==> src/rtl/div_pkg.sv <==
// ----------------------------------------------------------------------------
// div_pkg
//   Shared declarations for the sequential restoring divider.
//   - div_state_e : controller state encoding (IDLE, RUN, DONE)
//   - DIV_CNT_W   : step-counter width for the default 4-bit divider
//   - div_cnt_width() : step-counter width for any operand width
// ----------------------------------------------------------------------------
package div_pkg;

  typedef enum logic [1:0] {
    IDLE = 2'd0,
    RUN  = 2'd1,
    DONE = 2'd2
  } div_state_e;

  localparam int DIV_WIDTH_DEFAULT = 4;
  localparam int DIV_CNT_W         = $clog2(DIV_WIDTH_DEFAULT);

  // The counter walks 0 .. width-1, so $clog2(width) bits suffice.
  // Clamp to one bit so a degenerate width never yields a zero-width vector.
  function automatic int div_cnt_width(input int width);
    int w;
    w = $clog2(width);
    if (w < 1) w = 1;
    return w;
  endfunction

endpackage

==> src/rtl/fulladder.sv <==
// ----------------------------------------------------------------------------
// fulladder
//   Parameterised ripple-carry adder: {c_o, sum_o} = a_i + b_i + y_i.
//   Used by the divider as the trial subtractor (b_i = ~divisor, y_i = 1).
//
//   Ports
//     a_i   in  WIDTH  first operand
//     b_i   in  WIDTH  second operand
//     y_i   in  1      carry-in
//     sum_o out WIDTH  sum
//     c_o   out 1      carry-out
// ----------------------------------------------------------------------------
module fulladder #(
  parameter int WIDTH = 4
) (
  input  logic [WIDTH-1:0] a_i,
  input  logic [WIDTH-1:0] b_i,
  input  logic             y_i,
  output logic [WIDTH-1:0] sum_o,
  output logic             c_o
);

  // The carry ripples through a block-local variable so the whole chain is
  // evaluated in one process rather than as a self-referencing vector.
  always_comb begin
    logic carry;
    carry = y_i;
    sum_o = '0;
    for (int i = 0; i < WIDTH; i++) begin
      sum_o[i] = a_i[i] ^ b_i[i] ^ carry;
      carry    = (a_i[i] & b_i[i]) | (carry & (a_i[i] ^ b_i[i]));
    end
    c_o = carry;
  end

endmodule

==> src/rtl/seq_divider.sv <==
// ----------------------------------------------------------------------------
// seq_divider
//   Multi-cycle unsigned restoring divider. One quotient bit is resolved per
//   clock over WIDTH cycles; each trial subtraction is done by a single
//   fulladder instance of WIDTH+1 bits.
//
//   Handshake: start is sampled only while the controller is IDLE; the edge
//   that sees start=1 in IDLE captures dividend/divisor and begins a
//   division. start in RUN or DONE is dropped, never queued. done is a
//   one-cycle pulse in the DONE state; quotient/remainder are valid from that
//   cycle and hold until the next division completes. div_by_zero is updated
//   at the accepting edge and is meaningful only when qualified with done.
//
//   Ports
//     clk          in  1      rising-edge clock
//     rst_n        in  1      asynchronous active-low reset
//     start        in  1      division request
//     dividend     in  WIDTH  numerator (sampled with start)
//     divisor      in  WIDTH  denominator (sampled with start)
//     busy         out 1      high while in RUN
//     done         out 1      one-cycle result-valid pulse
//     quotient     out WIDTH  registered quotient
//     remainder    out WIDTH  registered remainder
//     div_by_zero  out 1      registered; divisor of the latest accept was 0
//     dbg_state    out 2      current controller state (div_state_e)
// ----------------------------------------------------------------------------
module seq_divider
  import div_pkg::*;
#(
  parameter int WIDTH = 4
) (
  input  logic             clk,
  input  logic             rst_n,
  input  logic             start,
  input  logic [WIDTH-1:0] dividend,
  input  logic [WIDTH-1:0] divisor,
  output logic             busy,
  output logic             done,
  output logic [WIDTH-1:0] quotient,
  output logic [WIDTH-1:0] remainder,
  output logic             div_by_zero,
  output logic [1:0]       dbg_state
);

  localparam int CW = div_cnt_width(WIDTH);
  localparam logic [CW-1:0] LAST_STEP = CW'(WIDTH - 1);

  // --------------------------------------------------------------------------
  // Registers
  // --------------------------------------------------------------------------
  div_state_e       state_q, state_d;
  logic [CW-1:0]    cnt_q, cnt_d;
  logic [WIDTH-1:0] dvs_q, dvs_d;     // captured divisor D
  logic [WIDTH-1:0] q_q, q_d;         // dividend shifting out / quotient in
  // Partial remainder. The algorithm keeps R at WIDTH+1 bits, but after every
  // step R < D <= 2^WIDTH-1, so its top bit is always 0; only the low WIDTH
  // bits are stored and the shifted value is rebuilt at WIDTH+1 bits below.
  logic [WIDTH-1:0] r_q, r_d;
  logic [WIDTH-1:0] quot_q, quot_d;
  logic [WIDTH-1:0] rem_q, rem_d;
  logic             dbz_q, dbz_d;

  // --------------------------------------------------------------------------
  // Datapath: one restoring step
  // --------------------------------------------------------------------------
  logic [WIDTH:0]   r_shift;          // R' = {R[WIDTH-1:0], Q[WIDTH-1]}
  logic [WIDTH:0]   diff;             // R' - D
  logic             no_borrow;        // carry-out of R' + ~D + 1
  logic [WIDTH-1:0] q_step;
  logic [WIDTH-1:0] r_step;
  logic             last_step;
  logic             accept;
  logic             unused_diff_msb;

  assign r_shift = {r_q, q_q[WIDTH-1]};

  fulladder #(
    .WIDTH (WIDTH + 1)
  ) u_trial_sub (
    .a_i   (r_shift),
    .b_i   (~{1'b0, dvs_q}),
    .y_i   (1'b1),
    .sum_o (diff),
    .c_o   (no_borrow)
  );

  // When there is no borrow, diff < D, so diff[WIDTH] is always 0 and the
  // low WIDTH bits carry the full new remainder.
  assign unused_diff_msb = diff[WIDTH];

  assign q_step    = {q_q[WIDTH-2:0], no_borrow};
  assign r_step    = no_borrow ? diff[WIDTH-1:0] : r_shift[WIDTH-1:0];
  assign last_step = (cnt_q == LAST_STEP);
  assign accept    = (state_q == IDLE) && start;

  // --------------------------------------------------------------------------
  // FSM: state register
  // --------------------------------------------------------------------------
  always_ff @(posedge clk or negedge rst_n) begin
    if (!rst_n) begin
      state_q <= IDLE;
    end else begin
      state_q <= state_d;
    end
  end

  // --------------------------------------------------------------------------
  // FSM: next-state logic
  // --------------------------------------------------------------------------
  always_comb begin
    state_d = state_q;
    unique case (state_q)
      IDLE:    if (start) state_d = RUN;
      RUN:     if (last_step) state_d = DONE;
      DONE:    state_d = IDLE;
      default: state_d = IDLE;
    endcase
  end

  // --------------------------------------------------------------------------
  // FSM: outputs
  // --------------------------------------------------------------------------
  always_comb begin
    busy      = (state_q == RUN);
    done      = (state_q == DONE);
    dbg_state = state_q;
  end

  // --------------------------------------------------------------------------
  // Datapath next-state
  // --------------------------------------------------------------------------
  always_comb begin
    cnt_d  = cnt_q;
    dvs_d  = dvs_q;
    q_d    = q_q;
    r_d    = r_q;
    quot_d = quot_q;
    rem_d  = rem_q;
    dbz_d  = dbz_q;

    if (accept) begin
      // Result registers are deliberately left alone here: the previous
      // result stays visible until this division completes.
      dvs_d = divisor;
      q_d   = dividend;
      r_d   = '0;
      cnt_d = '0;
      dbz_d = (divisor == '0);
    end else if (state_q == RUN) begin
      q_d   = q_step;
      r_d   = r_step;
      cnt_d = cnt_q + CW'(1);
      if (last_step) begin
        quot_d = q_step;
        rem_d  = r_step;
      end
    end
  end

  always_ff @(posedge clk or negedge rst_n) begin
    if (!rst_n) begin
      cnt_q  <= '0;
      dvs_q  <= '0;
      q_q    <= '0;
      r_q    <= '0;
      quot_q <= '0;
      rem_q  <= '0;
      dbz_q  <= 1'b0;
    end else begin
      cnt_q  <= cnt_d;
      dvs_q  <= dvs_d;
      q_q    <= q_d;
      r_q    <= r_d;
      quot_q <= quot_d;
      rem_q  <= rem_d;
      dbz_q  <= dbz_d;
    end
  end

  assign quotient    = quot_q;
  assign remainder   = rem_q;
  assign div_by_zero = dbz_q;

endmodule

==> config.mk <==
export PLATFORM = sky130hd
export DESIGN_NAME = seq_divider
export DESIGN_NICKNAME = d
export VERILOG_FILES = /design/src/rtl/div_pkg.sv /design/src/rtl/fulladder.sv /design/src/rtl/seq_divider.sv
export SDC_FILE = /design/constraint.sdc
export NUM_CORES = 1
export LEC_CHECK = 0
export ABC_AREA = 1
export BUFFER_PORTS_ARGS = -buffer_cell sky130_fd_sc_hd__clkbuf_2
export CORE_ASPECT_RATIO = 0.6
export CORE_MARGIN = 1
export CORE_UTILIZATION = 53
export CTS_CLUSTER_DIAMETER = 120
export DETAILED_ROUTE_END_ITERATION = 16
export PLACE_DENSITY = 0.77
export SETUP_SLACK_MARGIN = 0.02
export SLEW_MARGIN = 15
export SYNTH_ARGS = -nofsm -noshare
export SYNTH_HDL_FRONTEND = slang
export SYNTH_SLANG_ARGS = --single-unit
==> constraint.sdc <==
create_clock -name clk -period 2.2 [get_ports clk]
set_input_delay 0.66 -clock clk [delete_from_list [all_inputs] [get_ports clk]]
set_output_delay 0.66 -clock clk [all_outputs]
set_load 0.02 [all_outputs]
==> results.md <==
- Status: complete, no violations
- Placed Cells: 185
- Least-Margin Pin Slew: 0.606 ns
- Routed WL: 2430 µm
- Final instance area: 1390 µm²
- HPWL after DPL: 1820 µm
- Max-slew headroom: 59.6%
- Number of global-route vias before repair: 923
- Skew-Pair Late Insertion Delay: 0.27 ns
- R2r worst-path depth: 10
- Diodes inserted: 0
- Hold Slack: 0.380 ns
- Routed wl met3: 106 µm
- Reg2Reg Setup Slack: 0.11 ns
- Reg2reg end: remainder[3]
- Fin crit period: 2.09 ns
- Synth Area per Inst: 8.66 µm²
- Setup Buffers After CTS: 0
- Worst path max stage delay: 0.43 ns
- Clk_skew: 0.00328 ns
- Critical Path Start Type: flip-flop
- # rows: 12
- Sequential fraction of the synthesis area: 53.1%
- Area of the die: 2420 µm²
- Worst hold path type: input pin to async pin
- Synth top area share: 53.1%
- Worst path most repeated cell: fa_2
- Total of fill cells in the finished design: 152
- Avg Vias per Cell: 5.12
- Die Height: 38.5 µm
- Last element of the critical path: remainder[3]
- Synth Register Bits: 25
- Pwr dens: 1690 nW/µm²
- Critical Path RT: 2.41 ns
- Met2 wire len: 1120 µm
- Crit Path Max Fanout: 2
- Hold Buf Count CTS: 0
- # nets final: 178
- Pins Over Slew Limit: 0
- R2R Path Start: q_q[3]
- TritonCTS clock tree: yes
- DRT antenna net count: 0
- Initial antenna violation count: 0
- Critical path type: flip-flop to flip-flop
- Pleak: 0.000742 µW
- Crit path max-delay cell type: fa_2
- Yosys warnings: 0
- Layout cells sized above 1: 26.1%
- Cell Area, Synth: 1180 µm²
- Vias: 968
- Area leader, netlist: dfrtp_1
- Area growth from synthesis to final layout: 17.9%
- Total global-route track usage: 25.2%
- Chip width: 62.8 µm
- Area post-placement: 1310 µm²
- CP Capture Type: flip-flop
- IO buf count: 23
- Starting DRT DRC Count: 119
- GP Congestion: 0.899
- Tcrit/Tclk final: 95.2%
- Non-filler instance count after layout: 189
- Routed WL per cell: 12.9 µm
- Sink Count: 25
- Top layer in use: met4
- Min setup slack post-route: 0.106 ns
- Data arrival, critical path: 2.31 ns
- WL met1: 1170 µm
- RSZ-0062 raised after global routing: false
- Largest net degree at the start of global routing: 26
- Root Buffer: clkbuf_8
- Syn nets: 152
- H-tree Lvls: 1
- DP Worst Slack: 0.0163 ns
- Core ar.: 1970 µm²
- TNS Setup: 0 ns
- VDD IR-drop max: 0.962 mV
- DRC Markers: 0
- CP Cell Sequence: inv_2, ha_4, inv_1, fa_2, fa_2, inv_2, fa_2, nand2_2, nand3_2, nand2_1
- Post-synth cell types: 15
- Clk slew on worst S/H paths: 0.08 ns
- Max-cap check violation count: 0
- Longest Clk Path Bufs: 2
- Crit path from: q_q[3]
- Mapped Cells: 136
- Setup violations, final: 0
- Starting Density: 59.9%
- Clock buffer count from CTS: 3
- Grt ovf: 0
- Fmax: 477 MHz
- IO Count: 24
- First-pass GRT wire length: 4200 µm
- Top cells by area, synth: dfrtp_1, nand2_1, nand3_1, fa_1, inv_1
- Drt first pass iters: 4
- Final Hold Viols: 0
-- cell usage after synthesis --
master / n
nor2_4: 2
o21ai_1: 1
nor2_1: 2
inv_1: 15
buf_2: 1
ha_1: 2
buf_6: 1
dfrtp_1: 25
nand3_1: 23
fa_1: 3
nand2_2: 2
o21ai_2: 1
inv_2: 1
nand2_1: 53
o21ai_0: 4
-- cells by family (layout without fill, tap and decap cells) --
family                   count (synthesis)  count (layout)  share of synthesized area (%)
buffers and inverters                   18              43                           6.48
adder cells (fa/ha/maj)                  5               5                           7.23
AND/OR/NAND/NOR                         82              82                           30.3
AO/OA/AOI/OAI                            6               6                           2.87
flip-flops                              25              25                           53.1
-- cell usage in the layout (no fill, tap or decap), drive strengths merged --
master and instances:
nand3 23, nor2 4, nand2 55, dfrtp 25
fa 3, clkinv 1, o21ai 6, inv 16
clkbuf 26, ha 2
-- critical path: cells and delay by family, from the launching register on --
kind / cells / cell delay [ns]
fa+ha+maj: 4 / 1.21
buf+inv: 3 / 0.17
flops: 1 / 0.39
simple gates: 3 / 0.26
-- report_power, final --
group          internal (µW)  switching, µW  total, µW
clock                    127            142        269
combinational            425            795       1220
sequential               684            169        853
-- worst min path at each step --
stage | end | from | cells past startpoint
3_3_place_gp | quotient[2] | quotient[2] | 2
5_1_grt | div_by_zero | rst_n | 1
3_5_place_dp | quotient[3] | quotient[3] | 2
6_report | dvs_q[1] | rst_n | 1
2_1_floorplan | cnt_q[0] | rst_n | 0
4_1_cts | quotient[3] | rst_n | 1
-- stage by stage --
stage                     utilization [%]  power [µW]
after detailed placement             66.7        1990
final                                70.5        2340
after CTS                            69.4        2290
after global routing                 70.5        2550
after floorplan                         -        1670
after global placement               66.7        1930
-- layer usage --
metal,vias to the layer above,GRT usage [%]
li1,481,-
met4,0,10.5
met3,5,7.14
met5,-,0
met1,460,31.3
met2,22,42.7
-- sequential cells by signal, indices dropped and copies added, names as in the netlist --
signal       cells
dbg_state        2
cnt_q            2
dvs_q            4
r_q              4
remainder        4
quotient         4
q_q              4
div_by_zero      1
-- final cells by class --
cell class              count  area (µm²)  share of cell area (%)
flip-flops and latches     25         626                    45.1
multi-input cells          93         505                    36.4
repair buffers             23         115                    8.30
inverters                  16        60.1                    4.33
clock buffers               3        41.3                    2.98
well taps                  28        35.0                    2.52
clock inverters             1        5.00                   0.361
-- what timing repair did --
item / in CTS / in global routing
hold endpoints to repair: 0 / 0
cloned: 0 / 0
pin swaps: 0 / 1
gates resized for setup: 3 / 7
setup endpoints to repair: 8 / 10
(Power assumes the default switching activity.)
